<file path="src/rtl/frac_lut6_cfg_pkg.sv">
// Shared constants for the fracturable LUT6 configuration loader: chain geometry,
// FSM encoding and the layout of the serial image.
package frac_lut6_cfg_pkg;

  localparam int CHAIN_LEN_DEF = 65;
  localparam int WORD_W_DEF    = 16;
  localparam int SRAM_BITS     = 64;
  // Mode bit is the MSB of the serial image, so it leaves first and ends at the tail flop
  localparam int MODE_POS      = SRAM_BITS;

  localparam logic [1:0] ST_IDLE  = 2'd0;
  localparam logic [1:0] ST_FILL  = 2'd1;
  localparam logic [1:0] ST_SHIFT = 2'd2;
  localparam logic [1:0] ST_DONE  = 2'd3;

  function automatic logic [SRAM_BITS:0] chain_image(input logic mode,
                                                     input logic [SRAM_BITS-1:0] sram);
    return {mode, sram};
  endfunction

endpackage

</file>
<file path="src/rtl/frac_lut6_cfg_shifter.sv">
// Parallel-in/serial-out driver for the configuration chain; captures the bits
// returning on the tail into a staging register and commits them on request.
module frac_lut6_cfg_shifter
  import frac_lut6_cfg_pkg::*;
#(
  parameter int CHAIN_LEN = CHAIN_LEN_DEF
) (
  input  logic                 prog_clk,
  input  logic                 pReset,
  input  logic                 load,
  input  logic [CHAIN_LEN-1:0] load_data,
  input  logic                 shift,
  input  logic                 clr,
  input  logic                 commit,
  input  logic                 tail,
  output logic                 head,
  output logic [CHAIN_LEN-1:0] rb_data
);

  logic [CHAIN_LEN-1:0] sr_r;
  logic [CHAIN_LEN-1:0] cap_r;
  logic [CHAIN_LEN-1:0] rb_r;
  logic [CHAIN_LEN-1:0] cap_s;

  assign cap_s = {cap_r[CHAIN_LEN-2:0], tail};

  // Image shifts out MSB first with zero refill; tail samples stage until commit
  always_ff @(posedge prog_clk or negedge pReset) begin
    if (!pReset) begin
      sr_r  <= {CHAIN_LEN{1'b0}};
      cap_r <= {CHAIN_LEN{1'b0}};
      rb_r  <= {CHAIN_LEN{1'b0}};
    end else begin
      if (clr) begin
        sr_r <= {CHAIN_LEN{1'b0}};
      end else if (load) begin
        sr_r <= load_data;
      end else if (shift) begin
        sr_r <= {sr_r[CHAIN_LEN-2:0], 1'b0};
      end else begin
        sr_r <= sr_r;
      end
      if (shift) begin
        cap_r <= cap_s;
      end else begin
        cap_r <= cap_r;
      end
      if (commit) begin
        rb_r <= cap_s;
      end else begin
        rb_r <= rb_r;
      end
    end
  end

  assign head    = sr_r[CHAIN_LEN-1];
  assign rb_data = rb_r;

endmodule

</file>
<file path="src/rtl/frac_lut6_cfg_loader.sv">
// Loads a fracturable LUT6 configuration chain: collects truth-table words,
// shifts {mode, sram[63:0]} into the chain and reads back the previous contents.
module frac_lut6_cfg_loader
  import frac_lut6_cfg_pkg::*;
#(
  parameter int CHAIN_LEN = CHAIN_LEN_DEF,
  parameter int WORD_W    = WORD_W_DEF
) (
  input  logic              prog_clk,
  input  logic              pReset,
  input  logic              cfg_start,
  input  logic              cfg_mode,
  input  logic              word_valid,
  input  logic [WORD_W-1:0] word_data,
  output logic              word_ready,
  input  logic              cfg_abort,
  output logic              ccff_head,
  output logic              ccff_en,
  input  logic              ccff_tail,
  output logic              cfg_busy,
  output logic              cfg_done,
  output logic [63:0]       rb_sram,
  output logic              rb_mode
);

  localparam int NWORDS = SRAM_BITS / WORD_W;
  localparam int WC_W   = (NWORDS > 1) ? $clog2(NWORDS) : 1;
  localparam int SC_W   = $clog2(CHAIN_LEN);
  localparam int IDX_W  = $clog2(SRAM_BITS);
  localparam logic [WC_W-1:0] LAST_WORD  = WC_W'(NWORDS - 1);
  localparam logic [SC_W-1:0] LAST_SHIFT = SC_W'(CHAIN_LEN - 1);

  logic [1:0]           state_r, state_s;
  logic [WC_W-1:0]      word_cnt_r;
  logic [SC_W-1:0]      shift_cnt_r;
  logic                 mode_r;
  logic [SRAM_BITS-1:0] shadow_r, shadow_s;
  logic [IDX_W-1:0]     wbase_s;
  logic                 word_ready_r, ccff_en_r, busy_r, done_r;
  logic                 beat_s, load_s, commit_s, clr_s;
  logic [CHAIN_LEN-1:0] rb_data_s;

  assign beat_s  = word_valid && word_ready_r;
  assign wbase_s = IDX_W'(word_cnt_r) * IDX_W'(WORD_W);

  // Next-state decode and shadow write; abort outranks every other input
  always_comb begin
    state_s  = state_r;
    shadow_s = shadow_r;
    if (beat_s) begin
      shadow_s[wbase_s +: WORD_W] = word_data;
    end else begin
      shadow_s = shadow_r;
    end
    case (state_r)
      ST_IDLE: begin
        if (cfg_start) state_s = ST_FILL;
        else           state_s = ST_IDLE;
      end
      ST_FILL: begin
        if (cfg_abort)                            state_s = ST_IDLE;
        else if (beat_s && word_cnt_r == LAST_WORD) state_s = ST_SHIFT;
        else                                      state_s = ST_FILL;
      end
      ST_SHIFT: begin
        if (cfg_abort)                      state_s = ST_IDLE;
        else if (shift_cnt_r == LAST_SHIFT) state_s = ST_DONE;
        else                                state_s = ST_SHIFT;
      end
      ST_DONE: state_s = ST_IDLE;
      default: state_s = ST_IDLE;
    endcase
  end

  assign load_s   = (state_r == ST_FILL)  && (state_s == ST_SHIFT);
  assign commit_s = (state_r == ST_SHIFT) && (state_s == ST_DONE);
  assign clr_s    = (state_r == ST_SHIFT) && (state_s == ST_IDLE);

  // State, counters and outputs registered from the next state
  always_ff @(posedge prog_clk or negedge pReset) begin
    if (!pReset) begin
      state_r      <= ST_IDLE;
      word_cnt_r   <= {WC_W{1'b0}};
      shift_cnt_r  <= {SC_W{1'b0}};
      mode_r       <= 1'b0;
      shadow_r     <= {SRAM_BITS{1'b0}};
      word_ready_r <= 1'b0;
      ccff_en_r    <= 1'b0;
      busy_r       <= 1'b0;
      done_r       <= 1'b0;
    end else begin
      state_r      <= state_s;
      shadow_r     <= shadow_s;
      word_ready_r <= (state_s == ST_FILL);
      ccff_en_r    <= (state_s == ST_SHIFT);
      busy_r       <= (state_s != ST_IDLE);
      done_r       <= (state_s == ST_DONE);
      if (state_r == ST_IDLE && cfg_start) begin
        mode_r     <= cfg_mode;
        word_cnt_r <= {WC_W{1'b0}};
      end else if (beat_s) begin
        word_cnt_r <= word_cnt_r + 1'b1;
      end
      if (load_s) begin
        shift_cnt_r <= {SC_W{1'b0}};
      end else if (state_r == ST_SHIFT && state_s == ST_SHIFT) begin
        shift_cnt_r <= shift_cnt_r + 1'b1;
      end
    end
  end

  frac_lut6_cfg_shifter #(
    .CHAIN_LEN (CHAIN_LEN)
  ) u_shifter (
    .prog_clk  (prog_clk),
    .pReset    (pReset),
    .load      (load_s),
    .load_data (chain_image(mode_r, shadow_s)),
    .shift     (ccff_en_r),
    .clr       (clr_s),
    .commit    (commit_s),
    .tail      (ccff_tail),
    .head      (ccff_head),
    .rb_data   (rb_data_s)
  );

  assign word_ready = word_ready_r;
  assign ccff_en    = ccff_en_r;
  assign cfg_busy   = busy_r;
  assign cfg_done   = done_r;
  assign rb_sram    = rb_data_s[SRAM_BITS-1:0];
  assign rb_mode    = rb_data_s[MODE_POS];

endmodule

</file>
<file path="config.mk">
export PLATFORM = sky130hd
export DESIGN_NAME = frac_lut6_cfg_loader
export DESIGN_NICKNAME = d
export VERILOG_FILES = /design/src/rtl/frac_lut6_cfg_pkg.sv /design/src/rtl/frac_lut6_cfg_shifter.sv /design/src/rtl/frac_lut6_cfg_loader.sv
export SDC_FILE = /design/constraint.sdc
export NUM_CORES = 1
export LEC_CHECK = 0
export CAP_MARGIN = 10
export CELL_PAD_IN_SITES_DETAIL_PLACEMENT = 0
export CELL_PAD_IN_SITES_GLOBAL_PLACEMENT = 1
export CORE_AREA = 2 2 145 147
export CTS_CLUSTER_SIZE = 16
export DETAILED_ROUTE_END_ITERATION = 6
export DIE_AREA = 0 0 147 149
export DONT_BUFFER_PORTS = 1
export PLACE_DENSITY = 0.82
export SLEW_MARGIN = 20
export SYNTH_ARGS = -nofsm -noshare
export SYNTH_HDL_FRONTEND = slang
export SYNTH_HIERARCHICAL = 1
export SYNTH_SLANG_ARGS = --single-unit
</file>
<file path="constraint.sdc">
create_clock -name prog_clk -period 5 [get_ports prog_clk]
set_input_delay 1 -clock prog_clk [delete_from_list [all_inputs] [get_ports prog_clk]]
set_output_delay 1 -clock prog_clk [all_outputs]
set_load 0.02 [all_outputs]
</file>
==> flow_metrics.env <==
export IMPL_max_freq_mhz=291.7
export IMPL_synthCells=796
export IMPL_overflow=0
export IMPL_status="completed"
export IMPL_area_delta_synth_final_pct=8.306
export IMPL_crit_end="u_shifter/sr_r[4]"
export IMPL_dp_hpwl_mm=13.20
export IMPL_drt_iter0_markers=355
export IMPL_finalCriticalPeriod_ps=3428
export IMPL_p_leak_nw=5.702
export IMPL_avgSynthCellArea_um2=14.27
export IMPL_rr_worst_depth=7
export IMPL_final_layout_size_suffix_gt1_share_pct=24.47
export IMPL_min_period_over_period_pct=68.56
export IMPL_reg2reg_from="word_cnt_r[0]"
export IMPL_numPortBuffers=0
export IMPL_r2r_slack_ps=1570
export IMPL_ys_seq_area_share_pct=60.37
export IMPL_routedWlPerCell_um=20.28
export IMPL_worst_pin_slew_ps=954.2
export IMPL_pwr_share_comb_pct=12.6
export IMPL_setup_tns_ps=0
export IMPL_grt_max_degree=275
export IMPL_synth_edf_count=0
export IMPL_wirelength_mm=21.74
export IMPL_whs_ps=169.3
export IMPL_yosysUniqueCellTypes=47
export IMPL_drv_cap=0
export IMPL_io_pins=93
export IMPL_synth_seq_cells=274
export IMPL_setup_slack_ps=1572
export IMPL_antenna_found_initial=0
export IMPL_switchingPower_mw=1.390
export IMPL_final_nets=806
export IMPL_clk_latency_ps=530
export IMPL_syn_num_nets=826
export IMPL_hold_class="in2async"
export IMPL_cts_root_buf="clkbuf_16"
export IMPL_synth_common_cells="dfrtp_1 (274), mux2_2 (130), mux2i_1 (68), nor2b_1 (66)"
export IMPL_clkPwrFrac_pct=36.3
export IMPL_synth_area_leaders="dfrtp_1 (60%), mux2_2 (13%), mux2i_1 (6.0%)"
export IMPL_die_area_mm2=0.02190
export IMPL_synth_area_mm2=0.01136
export IMPL_critPathRequiredTime_ps=5410
export IMPL_die_w_um=147
export IMPL_yosys_cell_count_top_type="dfrtp_1"
export IMPL_swShare_pct=24.70
export IMPL_synth_main_ff_cell="dfrtp_1"
export IMPL_timing_final_hold_violations=0
export IMPL_r2r_end="u_shifter/sr_r[4]"
export IMPL_ctsHoldBuffers=0
export IMPL_clk_path_buf_depth=3
export IMPL_slowest_delay_ps=900
export IMPL_place_ws_ps=1405
export IMPL_rsz0062_at_grt="false"
export IMPL_htreeDepth=1
export IMPL_fin_util_pct=59.84
export IMPL_timing_slew_headroom_pct=36.31
export IMPL_crit_type="reg2reg"
export IMPL_ir_drop_v=0.0003388
export IMPL_drc=0
export IMPL_crit_fanout=64
export IMPL_cts_resized=0
export IMPL_synth_top_area_cell="dfrtp_1"
export IMPL_synthArstFlopShare_pct=100.0
export IMPL_grt_pass1_vias=6544
export IMPL_cts_sinks=274
export IMPL_cpMaxStageDelayCell="clkinv_2"
export IMPL_path_cells="ha_1 > nand3_1 > buf_4 > or3_4 > clkinv_1 > clkinv_2 > a211oi_1"
export IMPL_drt_pass1_iter_count=4
export IMPL_seqPwrFrac_pct=51.2
export IMPL_antenna_left=0
export IMPL_yosysWarnings=6
export IMPL_cp_start_kind="flip-flop"
export IMPL_slew_viol_final=0
export IMPL_grt_first_pass_wirelength_mm=35.23
export IMPL_gp_congestion=0.7843
export IMPL_coreArea_mm2=0.02056
export IMPL_powerDensity_mw_per_mm2=457.6
export IMPL_rows=53
export IMPL_synth_top_area_share_pct=60.37
export IMPL_vias_per_cell=5.842
export IMPL_fin_worst_skew_ps=6.795
export IMPL_cts_tree="done"
export IMPL_crit_arrival_ps=3840
export IMPL_antenna_cells=0
export IMPL_startpoint="word_cnt_r[0]"
export IMPL_p_int_mw=4.239
export IMPL_nFillCells=1598
export IMPL_setup_viol=0
export IMPL_cts_made_buffers=28
export IMPL_gr_usage_all_layers_pct=19.91
export IMPL_cp_end_kind="flip-flop"
export IMPL_cts_post_setup_buffers_inserted=0
export IMPL_start_util_pct=55.25
export IMPL_chipHeight_um=149
export IMPL_cts_reportedPaths_clkPinSlew_ps=60
export IMPL_dr_total_vias=6263
==> placed cells by master, fill, tap and decap left out, drive strengths merged, types with 2 or more instances in the layout <==
master,synthesis,routed
a211oi,65,65
a21oi,3,3
a22o,65,65
and2,2,2
buf,34,6
clkbuf,22,42
clkinv,1,10
dfrtp,274,274
ha,7,7
inv,7,6
mux2,130,130
mux2i,68,68
nand2,10,10
nand2b,3,3
nand3,7,7
nand4,2,2
nor2,9,9
nor2b,66,66
nor3,2,2
nor4b,2,2
o21ai,2,2
==> layer usage <==
layer  GRT usage, %  vias to the layer above  share of wire [%]
li1               -                     2846                  -
met2          33.05                      130                 48
met4          5.337                        0                1.7
met1          26.82                     3257                 44
met3          4.557                       30                5.9
met5              0                        -                  0
==> power groups by stage <==
stage / clock network [mW] / registers (mW) / logic [mW]
6_report: 2.04 / 2.88 / 0.709
5_1_grt: 2.19 / 2.93 / 0.787
4_1_cts: 2.10 / 2.88 / 0.711
3_5_place_dp: 0 / 2.91 / 0.705
3_3_place_gp: 0 / 2.90 / 0.662
2_1_floorplan: 0 / 2.82 / 0.616
==> worst min-delay path by stage <==
stage / start / end / slack (ps) / cells past startpoint
after floorplan: mode_r / mode_r / 450 / 2
after global placement: u_shifter/cap_r[63] / u_shifter/rb_data[64] / 490 / 1
after detailed placement: shadow_r[42] / shadow_r[42] / 490 / 1
after CTS: pReset / u_shifter/cap_r[4] / 140 / 0
after global routing: pReset / u_shifter/rb_data[1] / 140 / 0
final: pReset / u_shifter/rb_data[14] / 170 / 0
==> cell type report <==
cell class	instances	area, µm²	share of cell area (%)
clock inverters	9	73.82	0.6001
flip-flops and latches	274	6860	55.77
well taps	275	344.1	2.797
clock buffers	42	844.6	6.865
repair buffers	6	45.04	0.3662
multi-input cells	458	4103	33.35
inverters	8	31.28	0.2543
==> sequential cells by signal, summed over array words and instances (netlist names), 2 cells and up <==
| register | count |
|---|---|
| u_shifter/cap_r | 64 |
| u_shifter/sr_r | 65 |
| shift_cnt_r | 7 |
| shadow_r | 64 |
| word_cnt_r | 2 |
| state_r | 2 |
| u_shifter/rb_data | 65 |
==> logic make-up (layout without fill, tap and decap cells) <==
kind of cell	count (synthesis)	in the layout	synth area share (%)
adder cells (fa/ha/maj)	7	7	0.7711
flip-flops	274	274	60.37
multiplexers	198	198	18.88
buffers and inverters	64	65	3.569
AO/OA/AOI/OAI	140	140	10.01
AND/OR/NAND/NOR	112	112	6.323
XOR/XNOR	1	1	0.07712
==> critical path, delay by kind of cell (launching register included) <==
family          cells  cell delay [ps]
compound gates      1              520
fa+ha+maj           1              230
buf+inv             3             1540
flops               1              530
simple gates        2              470
==> through the flow <==
stage	std cells	area [µm²]	total power, mW
2_1_floorplan	796	11360	3.440
3_3_place_gp	1021	11380	3.560
3_5_place_dp	1021	11380	3.616
4_1_cts	1072	12300	5.687
5_1_grt	1072	12300	5.903
6_report	1072	12300	5.629
Note: power is estimated with default switching activity, not from simulation.
